## src/rtl/pipe_sub64_pkg.sv

```systemverilog
// Shared constants for the pipelined subtractor: lookahead group width and
// default operand width.
package pipe_sub64_pkg;

   localparam int GROUP_W       = 4;
   localparam int DEFAULT_WIDTH = 64;

   function automatic int num_groups(input int w);
      return (w + GROUP_W - 1) / GROUP_W;
   endfunction

endpackage

```

## src/rtl/bla_half.sv

```systemverilog
// Combinational borrow-lookahead subtract d = a - b - bin over W bits.
// Borrows ripple inside each GROUP_W-bit group; group borrows are resolved by lookahead.
module bla_half
   import pipe_sub64_pkg::*;
#(
   parameter int W = 32
) (
   input  logic [W-1:0] a,
   input  logic [W-1:0] b,
   input  logic         bin,
   output logic [W-1:0] d,
   output logic         bout
);

   localparam int NG = num_groups(W);
   localparam int PW = NG * GROUP_W;

   logic [PW-1:0] w_a;
   logic [PW-1:0] w_b;
   logic [PW-1:0] w_g;
   logic [PW-1:0] w_p;
   logic [PW-1:0] w_c;
   logic [NG:0]   w_gc;

   // Padding bits (when W is not a multiple of GROUP_W) propagate: g=0, p=1.
   assign w_a = PW'(a);
   assign w_b = PW'(b);
   assign w_g = ~w_a & w_b;
   assign w_p = ~(w_a ^ w_b);

   always_comb begin
      logic gg;
      logic gp;
      w_gc    = '0;
      w_c     = '0;
      w_gc[0] = bin;
      for (int gi = 0; gi < NG; gi++) begin
         gg = 1'b0;
         gp = 1'b1;
         for (int k = 0; k < GROUP_W; k++) begin
            gg = w_g[gi*GROUP_W+k] | (w_p[gi*GROUP_W+k] & gg);
            gp = gp & w_p[gi*GROUP_W+k];
         end
         w_gc[gi+1] = gg | (gp & w_gc[gi]);
      end
      for (int gi = 0; gi < NG; gi++) begin
         w_c[gi*GROUP_W] = w_gc[gi];
         for (int k = 0; k < GROUP_W - 1; k++) begin
            w_c[gi*GROUP_W+k+1] = w_g[gi*GROUP_W+k] | (w_p[gi*GROUP_W+k] & w_c[gi*GROUP_W+k]);
         end
      end
   end

   assign d    = a ^ b ^ w_c[W-1:0];
   assign bout = w_gc[NG];

endmodule

```

## src/rtl/pipe_sub64.sv

```systemverilog
// Two-stage valid/ready pipelined subtractor: S1 resolves the low half and its
// borrow, S2 finishes the high half and drives the registered result.
module pipe_sub64
   import pipe_sub64_pkg::*;
#(
   parameter int WIDTH = DEFAULT_WIDTH,
   parameter int HALF  = WIDTH / 2
) (
   input  logic             clk,
   input  logic             rst_n,
   input  logic             in_valid,
   output logic             in_ready,
   input  logic [WIDTH-1:0] a_in,
   input  logic [WIDTH-1:0] b_in,
   input  logic             bor_in,
   output logic             out_valid,
   input  logic             out_ready,
   output logic [WIDTH-1:0] diff_out,
   output logic             bor_out
);

   logic            r_s1_valid;
   logic [HALF-1:0] r_s1_dlo;
   logic            r_s1_bor;
   logic [HALF-1:0] r_s1_ahi;
   logic [HALF-1:0] r_s1_bhi;
   logic            r_s2_valid;
   logic [WIDTH-1:0] r_diff;
   logic            r_bor;

   logic [HALF-1:0] w_dlo;
   logic            w_blo;
   logic [HALF-1:0] w_dhi;
   logic            w_bhi;
   logic            w_s2_adv;
   logic            w_s1_adv;

   bla_half #(.W(HALF)) u_bla_lo (
      .a    (a_in[HALF-1:0]),
      .b    (b_in[HALF-1:0]),
      .bin  (bor_in),
      .d    (w_dlo),
      .bout (w_blo)
   );

   bla_half #(.W(HALF)) u_bla_hi (
      .a    (r_s1_ahi),
      .b    (r_s1_bhi),
      .bin  (r_s1_bor),
      .d    (w_dhi),
      .bout (w_bhi)
   );

   assign w_s2_adv = ~r_s2_valid | out_ready;
   assign w_s1_adv = ~r_s1_valid | w_s2_adv;

   assign in_ready  = w_s1_adv;
   assign out_valid = r_s2_valid;
   assign diff_out  = r_diff;
   assign bor_out   = r_bor;

   // Payloads load only with a valid source so a stalled or idle output holds its value.
   always_ff @(posedge clk or negedge rst_n) begin
      if (!rst_n) begin
         r_s1_valid <= 1'b0;
         r_s1_dlo   <= '0;
         r_s1_bor   <= 1'b0;
         r_s1_ahi   <= '0;
         r_s1_bhi   <= '0;
         r_s2_valid <= 1'b0;
         r_diff     <= '0;
         r_bor      <= 1'b0;
      end else begin
         if (w_s1_adv) begin
            r_s1_valid <= in_valid;
            if (in_valid) begin
               r_s1_dlo <= w_dlo;
               r_s1_bor <= w_blo;
               r_s1_ahi <= a_in[WIDTH-1:HALF];
               r_s1_bhi <= b_in[WIDTH-1:HALF];
            end
         end
         if (w_s2_adv) begin
            r_s2_valid <= r_s1_valid;
            if (r_s1_valid) begin
               r_diff <= {w_dhi, r_s1_dlo};
               r_bor  <= w_bhi;
            end
         end
      end
   end

endmodule
```

## config.mk

```make
export PLATFORM = sky130hd
export DESIGN_NAME = pipe_sub64
export DESIGN_NICKNAME = d
export VERILOG_FILES = /design/src/rtl/pipe_sub64_pkg.sv /design/src/rtl/bla_half.sv /design/src/rtl/pipe_sub64.sv
export SDC_FILE = /design/constraint.sdc
export NUM_CORES = 1
export LEC_CHECK = 0
export CAP_MARGIN = 25
export CORE_ASPECT_RATIO = 0.8
export CORE_MARGIN = 3
export CORE_UTILIZATION = 30
export CTS_BUF_LIST = sky130_fd_sc_hd__clkbuf_16
export DETAILED_ROUTE_END_ITERATION = 16
export DONT_BUFFER_PORTS = 1
export HOLD_SLACK_MARGIN = 0.12
export SLEW_MARGIN = 20
export SYNTH_ARGS = -nofsm -noshare
export SYNTH_HDL_FRONTEND = slang
export SYNTH_SLANG_ARGS = --single-unit
export TNS_END_PERCENT = 1
```

## constraint.sdc

```tcl
create_clock -name clk -period 4.3 [get_ports clk]
set_input_delay 0.645 -clock clk [delete_from_list [all_inputs] [get_ports clk]]
set_output_delay 0.645 -clock clk [all_outputs]
set_load 0.02 [all_outputs]
```

======== After elaboration in Yosys (flattened, before gate mapping) ========
Cells that the tools add are included.
W data, S select, Z words.
word-level totals
  register bits ........................... 164
  input bits .............................. 133
  logic and storage cells ................. 296
cells by class
  bitwise logic cells ..................... 286
  reductions and logical operators ........ 2
operators by type and width
  operator           count
  $and A1 B1 Y1      160
  $not A32 Y32       4
  $xor A32 B32 Y32   4
  $or A1 B1 Y1       114
  $and A32 B32 Y32   2
  $reduce_and A2 Y1  2
  $not A1 Y1         2

======== Depth between registers and ports, before layout ========
Gate-level depths: netlist (run 1).
  depth after elaboration ................. 28
  depth in mapped cells ................... 13
  gate-level depth less buffers ........... 13

======== Hierarchy ========
From an unflattened synthesis (run 1), not the netlist that was laid out.
unflattened totals
  cells, all modules ...................... 710
  area total of the unflattened synthesis .. 9,295.2 um2
by module, submodules not included
  module               instances  cells an instance  area each (um2)  seq. area each (um2)
  pipe_sub64           1          349                6,272.3          4,103.9
  bla_half (u_bla_hi)  1          180                1,511.4          0.0
  bla_half (u_bla_lo)  1          181                1,511.4          0.0

======== Worst setup path before layout (run 1) ========
OpenSTA, ideal clock, no wires.
  path type ............................... input to register
  from .................................... input a_in[7]
  to ...................................... register r_s1_dlo[27]
  setup time .............................. 83 ps
  data arrival time ....................... 3,397 ps
  data required time ...................... 4,217 ps
  path slack .............................. 820 ps
  stages .................................. 12
  path through ............................ inv_1 > ha_1 > a21oi_1 > a31oi_1 > a211oi_1 > a31oi_1 > or2_2 > fa_1 > fa_1 > fa_1 > xor2_1 > o21ai_0
between the ends
  cells in the longest elaborated chain, start to end .. 20
RTL lines
  item                                           line                            source
  start, declared                                pipe_sub64.sv:13                input logic [WIDTH-1:0] a_in,
  $xor A32 B32 Y32                               bla_half.sv:29                  assign w_p = ~(w_a ^ w_b);
  $not A32 Y32                                   bla_half.sv:29
  $and A1 B1 Y1 (on tied branches)               bla_half.sv:41, bla_half.sv:42
  $or A1 B1 Y1 or $and A1 B1 Y1 (tied branches)  bla_half.sv:41, bla_half.sv:44
  $or A1 B1 Y1 *                                 bla_half.sv:44                  w_gc[gi+1] = gg | (gp & w_gc[gi]);
  $and A1 B1 Y1 *                                bla_half.sv:44
  $or A1 B1 Y1 *                                 bla_half.sv:44
  $and A1 B1 Y1 *                                bla_half.sv:44
  [4 not listed]                                 -
  $or A1 B1 Y1 *                                 bla_half.sv:44
  $and A1 B1 Y1 *                                bla_half.sv:49                  w_c[gi*GROUP_W+k+1] = w_g[gi*GROUP_W+k] | (w_p[gi*GROUP_W+k] & w_c[gi*GROUP_W+k]);
  $or A1 B1 Y1 *                                 bla_half.sv:49
  $and A1 B1 Y1 *                                bla_half.sv:49
  $or A1 B1 Y1 *                                 bla_half.sv:49
  $and A1 B1 Y1 *                                bla_half.sv:49
  $or A1 B1 Y1 *                                 bla_half.sv:49
  $xor A32 B32 Y32 *                             bla_half.sv:54                  assign d = a ^ b ^ w_c[W-1:0];
  end signal, assigned                           pipe_sub64.sv:77                r_s1_dlo <= w_dlo;
  end, declared                                  pipe_sub64.sv:23                logic [HALF-1:0] r_s1_dlo;
Every way passes the cells marked *; elsewhere a longest branch is shown, timed or not.
A chain may end at the register's enable or synchronous reset.

======== Worst setup path after layout (run 1) ========
  from .................................... register r_s1_ahi[3]
  to ...................................... register r_diff[63], in the netlist diff_out[63]
between the ends
  cells in the longest elaborated chain, start to end .. 24
RTL lines
  item                                           line                            source
  start, declared                                pipe_sub64.sv:25                logic [HALF-1:0] r_s1_ahi;
  start signal, assigned                         pipe_sub64.sv:79                r_s1_ahi <= a_in[WIDTH-1:HALF];
  $xor A32 B32 Y32                               bla_half.sv:29
  $not A32 Y32                                   bla_half.sv:29
  $and A1 B1 Y1 (on tied branches)               bla_half.sv:41, bla_half.sv:42
  $or A1 B1 Y1 or $and A1 B1 Y1 (tied branches)  bla_half.sv:41, bla_half.sv:44
  $or A1 B1 Y1 *                                 bla_half.sv:44
  $and A1 B1 Y1 *                                bla_half.sv:44
  $or A1 B1 Y1 *                                 bla_half.sv:44
  $and A1 B1 Y1 *                                bla_half.sv:44
  [8 not listed]                                 -
  $or A1 B1 Y1 *                                 bla_half.sv:44
  $and A1 B1 Y1 *                                bla_half.sv:49
  $or A1 B1 Y1 *                                 bla_half.sv:49
  $and A1 B1 Y1 *                                bla_half.sv:49
  $or A1 B1 Y1 *                                 bla_half.sv:49
  $and A1 B1 Y1 *                                bla_half.sv:49
  $or A1 B1 Y1 *                                 bla_half.sv:49
  $xor A32 B32 Y32 *                             bla_half.sv:54
  end signal, assigned                           pipe_sub64.sv:86                r_diff <= {w_dhi, r_s1_dlo};
  end, declared                                  pipe_sub64.sv:28                logic [WIDTH-1:0] r_diff;
Marks and branches as above.

==> results of run 1 <==
[final cells by class]
type / instances / area share [%]
tap: 370 / 4.73
clock inverter: 12 / 1.71
multi-input combinational: 537 / 43.8
clock buffer: 17 / 4.34
timing repair buffer: 5 / 0.716
antenna: 1 / 0.0256
sequential: 164 / 41.9
inverter: 73 / 2.80
[sequential cells by signal (all words and copies together) (netlist names)]
name / cells
bor_out: 1
diff_out: 64
out_valid: 1
r_s1_ahi: 32
r_s1_bhi: 32
r_s1_bor: 1
r_s1_dlo: 32
r_s1_valid: 1
[final timing paths]
check	from	endpoint	slack (ns)	depth (start not counted)
setup / recovery	r_s1_ahi[3]	diff_out[63]	0.44	13
hold / removal	rst_n	r_s1_bhi[24]	-0.08	0
setup reg to reg	r_s1_ahi[3]	diff_out[63]	0.44	13
hold reg to reg	r_s1_dlo[18]	diff_out[18]	0.46	2
max in group asynchronous	rst_n	r_s1_ahi[9]	4.09	0
min in group clk	in_valid	r_s1_valid	0.32	1
[cell usage after synthesis]
master	count	area share (%)
o22ai_1	1	0.071
and4_1	6	0.60
a21oi_1	20	1.1
a22oi_1	2	0.17
or2_2	1	0.071
a221oi_1	3	0.30
a211oi_1	4	0.34
nand4_1	6	0.43
nand3b_1	1	0.086
or4b_1	1	0.11
ha_1	64	9.1
nor4bb_1	1	0.11
o21ai_1	1	0.057
buf_2	5	0.29
nor2b_1	3	0.21
or3_1	1	0.071
inv_1	73	3.1
buf_1	1	0.043
clkbuf_1	22	0.94
mux2_2	65	8.4
o311ai_1	1	0.10
and3_1	2	0.14
o21a_1	1	0.086
xor2_1	16	1.6
a21o_1	5	0.43
o21bai_1	2	0.17
and2_1	2	0.14
nand2b_1	6	0.43
a311o_1	1	0.11
dfrtp_1	164	47
nand2_1	176	7.5
o21ai_0	77	4.4
a2111oi_0	1	0.10
nand3_1	6	0.34
a31oi_1	3	0.21
a41oi_1	2	0.20
nor2_1	5	0.21
fa_1	48	11
o211ai_1	3	0.26
[critical path: stages (launching register included)]
cell and delay, ns:
dfrtp_1 0.34, inv_1 0.05, ha_1 0.34, and3_1 0.22
a311o_1 0.37, o211ai_1 0.34, o211ai_1 0.30, a21oi_1 0.27
inv_1 0.08, fa_1 0.38, fa_1 0.39, fa_1 0.39
xor2_1 0.17, o21ai_0 0.13
[power groups by stage]
stage                     combinational [mW]  sequential (mW)  clock, mW
after detailed placement                1.02             2.56          0
after floorplan                        0.781             2.43          0
after global placement                 0.993             2.55          0
after CTS                               1.03             2.54       1.68
final                                   1.01             2.52       1.60
after global routing                    1.22             2.58       1.74
[stage by stage]
step	total power, mW	area, um^2	util [%]	worst slack (ns)	instances
3_5_place_dp	3.58	9170	32.2	0.257	1148
4_1_cts	5.24	9760	34.3	0.409	1177
3_3_place_gp	3.55	9150	32.1	0.320	1147
5_1_grt	5.53	9790	34.4	0.195	1179
2_1_floorplan	3.21	8760	-	0.820	802
6_report	5.13	9790	34.4	0.441	1179
[kinds of logic after synthesis]
logic type                 after synthesis  share of synthesized area (%)
buffers and inverters                  101                           4.40
adders and majority gates              112                           20.1
and+or+nand+nor                        217                           10.5
muxes                                   65                           8.36
xor gates and xnor gates                16                           1.60
DFF                                    164                           46.9
AOI/OAI and AO/OA                      127                           8.16
[routing by layer]
metal | vias to the layer above | share of wire [%] | global-route usage (%)
met5 | - | 0 | 0
met4 | 0 | 1.6 | 4.37
met3 | 21 | 5.2 | 3.69
met2 | 119 | 47 | 21.8
met1 | 2741 | 46 | 18.4
li1 | 2663 | - | -
==> impl_summary.log, run 1 <==
INFO  metric max_clock_freq = 259 MHz
INFO  metric crit_path_max_fanout = 3
INFO  metric grt_start_max_net_pins = 165
INFO  metric row_count = 55
INFO  metric nNetsFinal = 1043
INFO  metric synth_cells = 802
INFO  metric ios = 200
INFO  metric timing.hold.ws = -0.0763 ns
INFO  metric pwr-share-comb = 19.6%
INFO  metric synth.ff_latch_count = 164
INFO  metric numClockSinks = 164
INFO  metric global_route.overflow_total = 0
INFO  metric yosysWarnings = 0
INFO  metric route.final.wire_length = 20700 um
INFO  metric p_seq_share = 49.1%
INFO  metric total_power_per_unit_cell_area = 524 nW/um^2
INFO  metric route.detailed.drc = 0
INFO  metric worst-endpoint-arrival = 4.19 ns
INFO  metric run_status = complete, but fails checks
INFO  metric syn-num-nets = 1047
INFO  metric p_sw = 1.79 mW
INFO  metric wire_per_inst = 17.6 um
INFO  metric die_x = 197 um
INFO  metric htree_levels = 4
INFO  metric area.growth.synth_to_final = 11.8%
INFO  metric finClkSkew = 0.0138 ns
INFO  metric first_pass_iters = 4
INFO  metric report.final.setup_viol = 0
INFO  metric tns = 0 ns
INFO  metric proportion_of_power_drawn_by_the_clock_network = 31.3%
INFO  metric numCtsBuffers = 17
INFO  metric final.fill_count = 2885
INFO  metric viasPerCell = 4.70
INFO  metric floorplan.initialDensity = 30.7%
INFO  metric maxCapViolCount = 0
INFO  metric timing_hold_violations_final = 164
INFO  metric p_leak = 4.65 nW
INFO  metric vias = 5544
INFO  metric min_delay_path_class = in2async
INFO  metric cts.root.buffer_cell = clkbuf_16
INFO  metric fin_crit_sh = 89.7%
INFO  metric max-clock-path-buffers = 2
INFO  metric clock_network_latency_to_the_later_pin_of_the_worst_skew_pair = 0.42 ns
INFO  metric switching_share = 34.9%
INFO  metric setup_buffers_after_cts = 0
INFO  metric drt-initial-drc-count = 277
INFO  metric tritoncts = built
INFO  metric core_area = 28500 um^2
INFO  metric worst_path_required = 4.63 ns
INFO  metric initial_antenna_violation_count = 1
INFO  metric grt_first_pass_wirelength = 33600 um
INFO  metric relSlewSlack = 42.5%
INFO  metric drive_above_1_share = 12.5%
INFO  metric worstSetupStartpointType = register
INFO  metric dp_hpwl = 15400 um
INFO  metric unrepaired_setup_endpoints_after_global_routing = false
INFO  metric area_of_combinational_cells_with_multiple_inputs = 4290 um^2
INFO  metric drt.antenna.violating_nets = 0
INFO  metric dieHeight = 159 um
INFO  metric first_global_vias = 5956
INFO  metric place_congestion = 0.810
INFO  metric slew_violations = 0
INFO  metric criticalPathCategory = reg2reg
INFO  metric timing.final.crit_period = 3.86 ns
INFO  metric netlist_area_pre_place = 8760 um^2
INFO  metric critPathCaptureType = register
INFO  metric gr-usage-all-layers = 13.8%
INFO  metric area.sequential = 4100 um^2
INFO  metric syn_avg_cell_area = 10.9 um^2
INFO  metric fp.dieArea = 31300 um^2
INFO  metric clock_transition_at_the_registers_of_the_reported_paths = 0.07 ns
INFO  metric cts_repair_resizes = 0
INFO  metric netlist-cell-type-count = 39
INFO  metric timing_worst_slew_pin_value = 0.863 ns
INFO  metric power.ir.vdd_worst = 0.267 mV
INFO  metric place.port_buffers = 0
INFO  metric violations = hold timing
INFO  metric cell_internal_pwr = 3.34 mW
INFO  metric layout.cells.most_common = nand2_1
INFO  metric commonest_cells_after_routing_fill_and_taps_aside = 174 x nand2_1, 164 x dfrtp_1, 77 x o21ai_0
INFO  metric synth_sequential_area_ratio = 46.9%
Note: power is estimated with default switching activity, not from simulation.
==> run 2: changes to the inputs <==
Settings changed: CTS_BUF_LIST sky130_fd_sc_hd__clkbuf_16 to sky130_fd_sc_hd__clkbuf_8, RECOVER_POWER set to 50.
==> run 2 against run 1 <==
Compared with the run above:
- the flow still finishes with violations (hold timing)
- sequential power about the same
- total power decreased by 7.8%
- first-iteration DRC count decreased by 5.1%
- count of clock-buffer cells in the layout unchanged
- highest routed layer unchanged
==> impl_summary.log, run 2 (synthesis gave the netlist of run 1 again) <==
INFO  metric criticalPathCategory = reg2reg (unchanged)
INFO  metric timing.final.crit_period = 3.86 ns (about the same)
INFO  metric relSlewSlack = 42.1% (was 42.5%)
INFO  metric ios = 200 (unchanged)
INFO  metric finClkSkew = 0.0212 ns (was 0.0138 ns)
INFO  metric route.detailed.drc = 0 (unchanged)
INFO  metric cts.root.buffer_cell = clkbuf_8 (was clkbuf_16)
INFO  metric area.growth.synth_to_final = 9.64% (was 11.8%)
INFO  metric report.final.setup_viol = 0 (unchanged)
INFO  metric fin_crit_sh = 89.8% (was 89.7%)
INFO  metric worst-endpoint-arrival = 4.22 ns (was 4.19 ns)
INFO  metric crit_path_max_fanout = 2 (was 3)
INFO  metric fp.dieArea = 31300 um^2 (unchanged)
INFO  metric tritoncts = built (unchanged)
INFO  metric gr-usage-all-layers = 13.8% (about the same)
INFO  metric clock_network_latency_to_the_later_pin_of_the_worst_skew_pair = 0.45 ns (was 0.42 ns)
INFO  metric numClockSinks = 164 (unchanged)
INFO  metric layout.cells.most_common = nand2_1 (unchanged)
INFO  metric vias = 5551 (was 5544)
INFO  metric run_status = complete, but fails checks (unchanged)
INFO  metric global_route.overflow_total = 0 (unchanged)
INFO  metric dieHeight = 159 um (unchanged)
INFO  metric first_global_vias = 5988 (was 5956)
INFO  metric grt_first_pass_wirelength = 33700 um (was 33600 um)
INFO  metric first_pass_iters = 4 (unchanged)
INFO  metric commonest_cells_after_routing_fill_and_taps_aside = 174 x nand2_1, 164 x dfrtp_1, 77 x o21ai_0 (unchanged)
INFO  metric final.fill_count = 2905 (was 2885)
INFO  metric initial_antenna_violation_count = 2 (was 1)
INFO  metric setup_buffers_after_cts = 0 (unchanged)
INFO  metric dp_hpwl = 15400 um (unchanged)
INFO  metric row_count = 55 (unchanged)
INFO  metric floorplan.initialDensity = 30.7% (unchanged)
INFO  metric grt_start_max_net_pins = 165 (unchanged)
INFO  metric timing_hold_violations_final = 164 (unchanged)
INFO  metric final_cell_count_no_fill = 1180 (was 1179)
INFO  metric p_leak = 4.56 nW (was 4.65 nW)
INFO  metric place.port_buffers = 0 (unchanged)
INFO  metric critPathCaptureType = register (unchanged)
INFO  metric core_area = 28500 um^2 (unchanged)
INFO  metric violations = hold timing (unchanged)
INFO  metric maxCapViolCount = 0 (unchanged)
INFO  metric numCtsBuffers = 17 (unchanged)
INFO  metric slew_violations = 0 (unchanged)
INFO  metric numPlacedInstances = 1148 (unchanged)
INFO  metric unrepaired_setup_endpoints_after_global_routing = false (unchanged)
INFO  metric min_delay_path_class = in2async (unchanged)
INFO  metric viasPerCell = 4.70 (about the same)
INFO  metric drive_above_1_share = 12.5% (unchanged)
INFO  metric power.ir.vdd_worst = 0.215 mV (was 0.267 mV)
INFO  metric timing_worst_slew_pin_value = 0.869 ns (was 0.863 ns)
INFO  metric clock_transition_at_the_registers_of_the_reported_paths = 0.10 ns (was 0.07 ns)
INFO  metric htree_levels = 4 (unchanged)
INFO  metric worst_path_required = 4.66 ns (was 4.63 ns)
INFO  metric place_congestion = 0.810 (unchanged)
INFO  metric nNetsFinal = 1043 (unchanged)
INFO  metric largest_register_ffs = 64 (unchanged)
INFO  metric tns = 0 ns (unchanged)
INFO  metric worstSetupStartpointType = register (unchanged)
INFO  metric drt.antenna.violating_nets = 0 (unchanged)
INFO  metric wire_per_inst = 17.6 um (about the same)
INFO  metric timing.hold.ws = -0.109 ns (was -0.0763 ns)
INFO  metric post_dp_cell_area = 9170 um^2 (unchanged)
INFO  metric final_util = 33.7% (was 34.4%)
INFO  metric total_power_per_unit_cell_area = 493 nW/um^2 (was 524 nW/um^2)
INFO  metric die_x = 197 um (unchanged)
INFO  metric drt-initial-drc-count = 263 (was 277)
INFO  metric max-clock-path-buffers = 2 (unchanged)
INFO  metric max_clock_freq = 259 MHz (about the same)
INFO  metric route.final.wire_length = 20700 um (about the same)
INFO  metric final_design_area_no_fill = 9600 um^2 (was 9790 um^2)
-- run 2: cell count changes in the layout (fill, tap and decap cells not counted), sizes merged --
cell / before / now
diode: 1 / 2
-- run 2: metal layers --
metal  vias to the layer above  GRT usage, %  routed length [um]
met3                        18          3.88                1010
met2                       119          21.8                9690
met1                      2756          18.5                9670
li1                       2658             -                   -
met4                         0          4.47                 347
met5                         -             0                   0
-- run 2: repair_timing --
| item | 4_1_cts | 5_1_grt |
|---|---|---|
| gates resized for setup | 0 | 0 |
| endpoints found under the setup margin | 0 | 0 |
| endpoints found under the hold margin | 164 | 164 |
-- run 2: worst paths after layout --
check	startpoint	endpoint	slack (ns)	depth (start not counted)
setup / recovery	r_s1_ahi[2]	diff_out[63]	0.44	13
hold / removal	rst_n	r_s1_bhi[24]	-0.11	0
setup reg to reg	r_s1_ahi[2]	diff_out[63]	0.44	13
hold reg to reg	r_s1_dlo[18]	diff_out[18]	0.46	2
max in group asynchronous	rst_n	r_s1_bhi[8]	4.11	0
min in group clk	in_valid	r_s1_valid	0.29	1
-- run 2: worst max-delay path, cell delays in order (launching register included) --
cell and delay [ns]:
dfrtp_1 0.40, inv_1 0.11, ha_1 0.25, and3_1 0.19
a311o_1 0.37, o211ai_1 0.33, o211ai_1 0.29, a21oi_1 0.27
inv_1 0.08, fa_1 0.38, fa_1 0.39, fa_1 0.39
xor2_1 0.17, o21ai_0 0.13
-- run 2: power by group --
part	switching (mW)	internal, mW	total, mW
Combinational	0.550	0.457	1.01
Sequential	0.593	1.92	2.52
Clock	0.593	0.618	1.21
Total	1.74	3.00	4.74
-- run 2: metrics by stage --
stage / setup slack (ns) / hold slack [ns] / power (mW)
floorplan: 0.820 / 0.349 / 3.21
global placement: 0.320 / 0.356 / 3.55
detailed placement: 0.257 / 0.357 / 3.58
CTS: 0.403 / -0.185 / 4.85
global route: 0.185 / -0.198 / 5.15
finish: 0.439 / -0.109 / 4.74
-- run 2: layout make-up --
type / count / area, um^2 / share of cell area (%)
tap: 370 / 463 / 4.82
timing repair buffer: 5 / 70.1 / 0.730
clock buffer: 17 / 234 / 2.44
sequential: 164 / 4100 / 42.7
multi-input combinational: 537 / 4290 / 44.6
inverter: 73 / 274 / 2.85
clock inverter: 12 / 168 / 1.75
antenna: 2 / 5.00 / 0.0521
==> run 3: changes to the inputs <==
Settings changed: SETUP_SLACK_MARGIN set to 0.05.
Clock period 4.3 ns to 3.5 ns, I/O delays scaled along.
==> run 3 against run 2 <==
Compared with the run above:
- the run still ends with hold timing left
- clock skew is essentially flat
- total power grew 30%
- setup slack lost 0.32 ns
- via count grew 3.4%
- largest cell class unchanged
- critical endpoint is now diff_out[62]
- design area grew 6.4%
- critical path depth is the same
- die area is the same
- cell count grew 5.7%
- flip-flop and latch count is the same
==> impl_summary.log, run 3 (synthesis gave the netlist of run 1 again) <==
INFO  metric unrepaired_setup_endpoints_after_global_routing = true (was false)
INFO  metric grt_start_max_net_pins = 165 (unchanged)
INFO  metric htree_levels = 4 (unchanged)
INFO  metric max-clock-path-buffers = 2 (unchanged)
INFO  metric fin_crit_sh = 96.6% (was 89.8%)
INFO  metric row_count = 55 (unchanged)
INFO  metric nNetsFinal = 1109 (was 1043)
INFO  metric die_x = 197 um (unchanged)
INFO  metric route.final.wire_length = 21400 um (was 20700 um)
INFO  metric first_global_vias = 6184 (was 5988)
INFO  metric drt-initial-drc-count = 219 (was 263)
INFO  metric first_pass_iters = 4 (unchanged)
INFO  metric global_route.overflow_total = 0 (unchanged)
INFO  metric drive_above_1_share = 20.7% (was 12.5%)
INFO  metric gr-usage-all-layers = 14.2% (was 13.8%)
INFO  metric crit_path_max_fanout = 2 (unchanged)
INFO  metric place.port_buffers = 0 (unchanged)
INFO  metric grt_first_pass_wirelength = 34600 um (was 33700 um)
INFO  metric critPathCaptureType = register (unchanged)
INFO  metric tritoncts = built (unchanged)
INFO  metric timing.hold.ws = -0.235 ns (was -0.109 ns)
INFO  metric largest_register_ffs = 64 (unchanged)
INFO  metric route.detailed.drc = 0 (unchanged)
INFO  metric dp_hpwl = 16000 um (was 15400 um)
INFO  metric ios = 200 (unchanged)
INFO  metric floorplan.initialDensity = 30.7% (unchanged)
INFO  metric drt.antenna.violating_nets = 0 (unchanged)
INFO  metric commonest_cells_after_routing_fill_and_taps_aside = 174 x nand2_1, 164 x dfrtp_1, 73 x inv_1 (was 174 x nand2_1, 164 x dfrtp_1, 77 x o21ai_0)
INFO  metric numCtsBuffers = 17 (unchanged)
INFO  metric criticalPathCategory = reg2reg (unchanged)
INFO  metric vias = 5742 (was 5551)
INFO  metric area.sequential = 4100 um^2 (unchanged)
INFO  metric timing_hold_violations_final = 164 (unchanged)
INFO  metric cts.root.buffer_cell = clkbuf_8 (unchanged)
INFO  metric clock_network_latency_to_the_later_pin_of_the_worst_skew_pair = 0.46 ns (was 0.45 ns)
INFO  metric area.growth.synth_to_final = 16.7% (was 9.64%)
INFO  metric min_delay_path_class = in2async (unchanged)
INFO  metric final_design_area_no_fill = 10200 um^2 (was 9600 um^2)
INFO  metric area_of_combinational_cells_with_multiple_inputs = 4360 um^2 (was 4290 um^2)
INFO  metric post-layout-total-power = 6.16 mW (was 4.74 mW)
INFO  metric timing.final.crit_period = 3.38 ns (was 3.86 ns)
INFO  metric viasPerCell = 4.60 (was 4.70)
INFO  metric total_power_per_unit_cell_area = 603 nW/um^2 (was 493 nW/um^2)
INFO  metric p_leak = 4.90 nW (was 4.56 nW)
INFO  metric power.ir.vdd_worst = 0.268 mV (was 0.215 mV)
INFO  metric wire_per_inst = 17.2 um (was 17.6 um)
INFO  metric final.fill_count = 2859 (was 2905)
INFO  metric initial_antenna_violation_count = 1 (was 2)
INFO  metric clock_transition_at_the_registers_of_the_reported_paths = 0.10 ns (about the same)
INFO  metric fp.dieArea = 31300 um^2 (unchanged)
INFO  metric worstSetupStartpointType = register (unchanged)
INFO  metric max_clock_freq = 296 MHz (was 259 MHz)
INFO  metric layout.cells.most_common = nand2_1 (unchanged)
INFO  metric report.final.setup_viol = 0 (unchanged)
INFO  metric numClockSinks = 164 (unchanged)
INFO  metric finClkSkew = 0.0212 ns (about the same)
INFO  metric worst_path_required = 3.83 ns (was 4.66 ns)
INFO  metric post_cts_hold_buffer_count = 1
INFO  metric maxCapViolCount = 0 (unchanged)
INFO  metric relSlewSlack = 60.7% (was 42.1%)
INFO  metric post_dp_cell_area = 9680 um^2 (was 9170 um^2)
INFO  metric tns = 0 ns (unchanged)
INFO  metric slew_violations = 0 (unchanged)
INFO  metric violations = hold timing (unchanged)
INFO  metric worst-endpoint-arrival = 3.71 ns (was 4.22 ns)
INFO  metric core_area = 28500 um^2 (unchanged)
INFO  metric dieHeight = 159 um (unchanged)
INFO  metric timing_worst_slew_pin_value = 0.589 ns (was 0.869 ns)
INFO  metric run_status = complete, but fails checks (unchanged)
INFO  metric place_congestion = 0.786 (was 0.810)
[run 3: path summary, 6_finish.rpt]
path	depth (start not counted)	start	slack [ns]	end
max in group asynchronous	0	rst_n	3.39	r_s1_bhi[25]
setup / recovery	13	r_s1_ahi[3]	0.12	diff_out[62]
min in group clk	1	a_in[48]	0.21	r_s1_ahi[16]
hold / removal	0	rst_n	-0.24	diff_out[56]
hold reg to reg	2	r_s1_dlo[0]	0.47	diff_out[0]
setup reg to reg	13	r_s1_ahi[3]	0.12	diff_out[62]
[run 3: worst max-delay path, cell delays in order (launching register included)]
cell	delay (ns)
dfrtp_1	0.36
inv_1	0.04
ha_1	0.31
and3_1	0.20
a311o_1	0.33
o211ai_1	0.22
o211ai_1	0.14
buf_4	0.18
a21oi_4	0.13
inv_1	0.07
fa_2	0.34
fa_2	0.34
fa_2	0.52
o21ai_0	0.08
[run 3: per-layer routing]
layer | track usage (%) | share of wire (%) | vias up
met5 | 0 | 0 | -
met2 | 22.8 | 48 | 111
met1 | 18.7 | 46 | 2823
met4 | 4.44 | 1.6 | 0
li1 | - | - | 2790
met3 | 3.92 | 4.6 | 18
[run 3: per-stage QoR]
stage / utilization, % / setup slack (ns) / hold slack [ns] / cells
6_report: 35.9 / 0.119 / -0.235 / 1247
5_1_grt: 35.9 / 0.00267 / -0.323 / 1247
4_1_cts: 35.7 / 0.0498 / -0.307 / 1245
3_5_place_dp: 34.0 / -0.305 / 0.238 / 1213
3_3_place_gp: 33.9 / -0.315 / 0.238 / 1212
2_1_floorplan: - / 0.140 / 0.229 / 802
[run 3: where the power goes]
group	leakage (nW)	internal [mW]	switching [mW]
combinational	2.70	0.739	0.748
sequential	1.98	2.36	0.714
clock	0.227	0.837	0.758
total	4.90	3.94	2.22
[run 3: final cells by class]
cell class                 count  share of cell area [%]
sequential                   164                    40.2
clock inverter                11                    1.71
multi-input combinational    537                    42.6
antenna                        1                  0.0245
clock buffer                  20                    2.69
inverter                      73                    2.68
timing repair buffer          71                    5.56
tap                          370                    4.53
[run 3: what timing repair did]
item                                   in CTS  in global routing
setup buffers                               0                  1
gates resized for setup                     6                 13
pin swaps                                   4                  7
cloned                                      0                  0
endpoints found under the hold margin     165                164
setup endpoints to repair                   6                 11
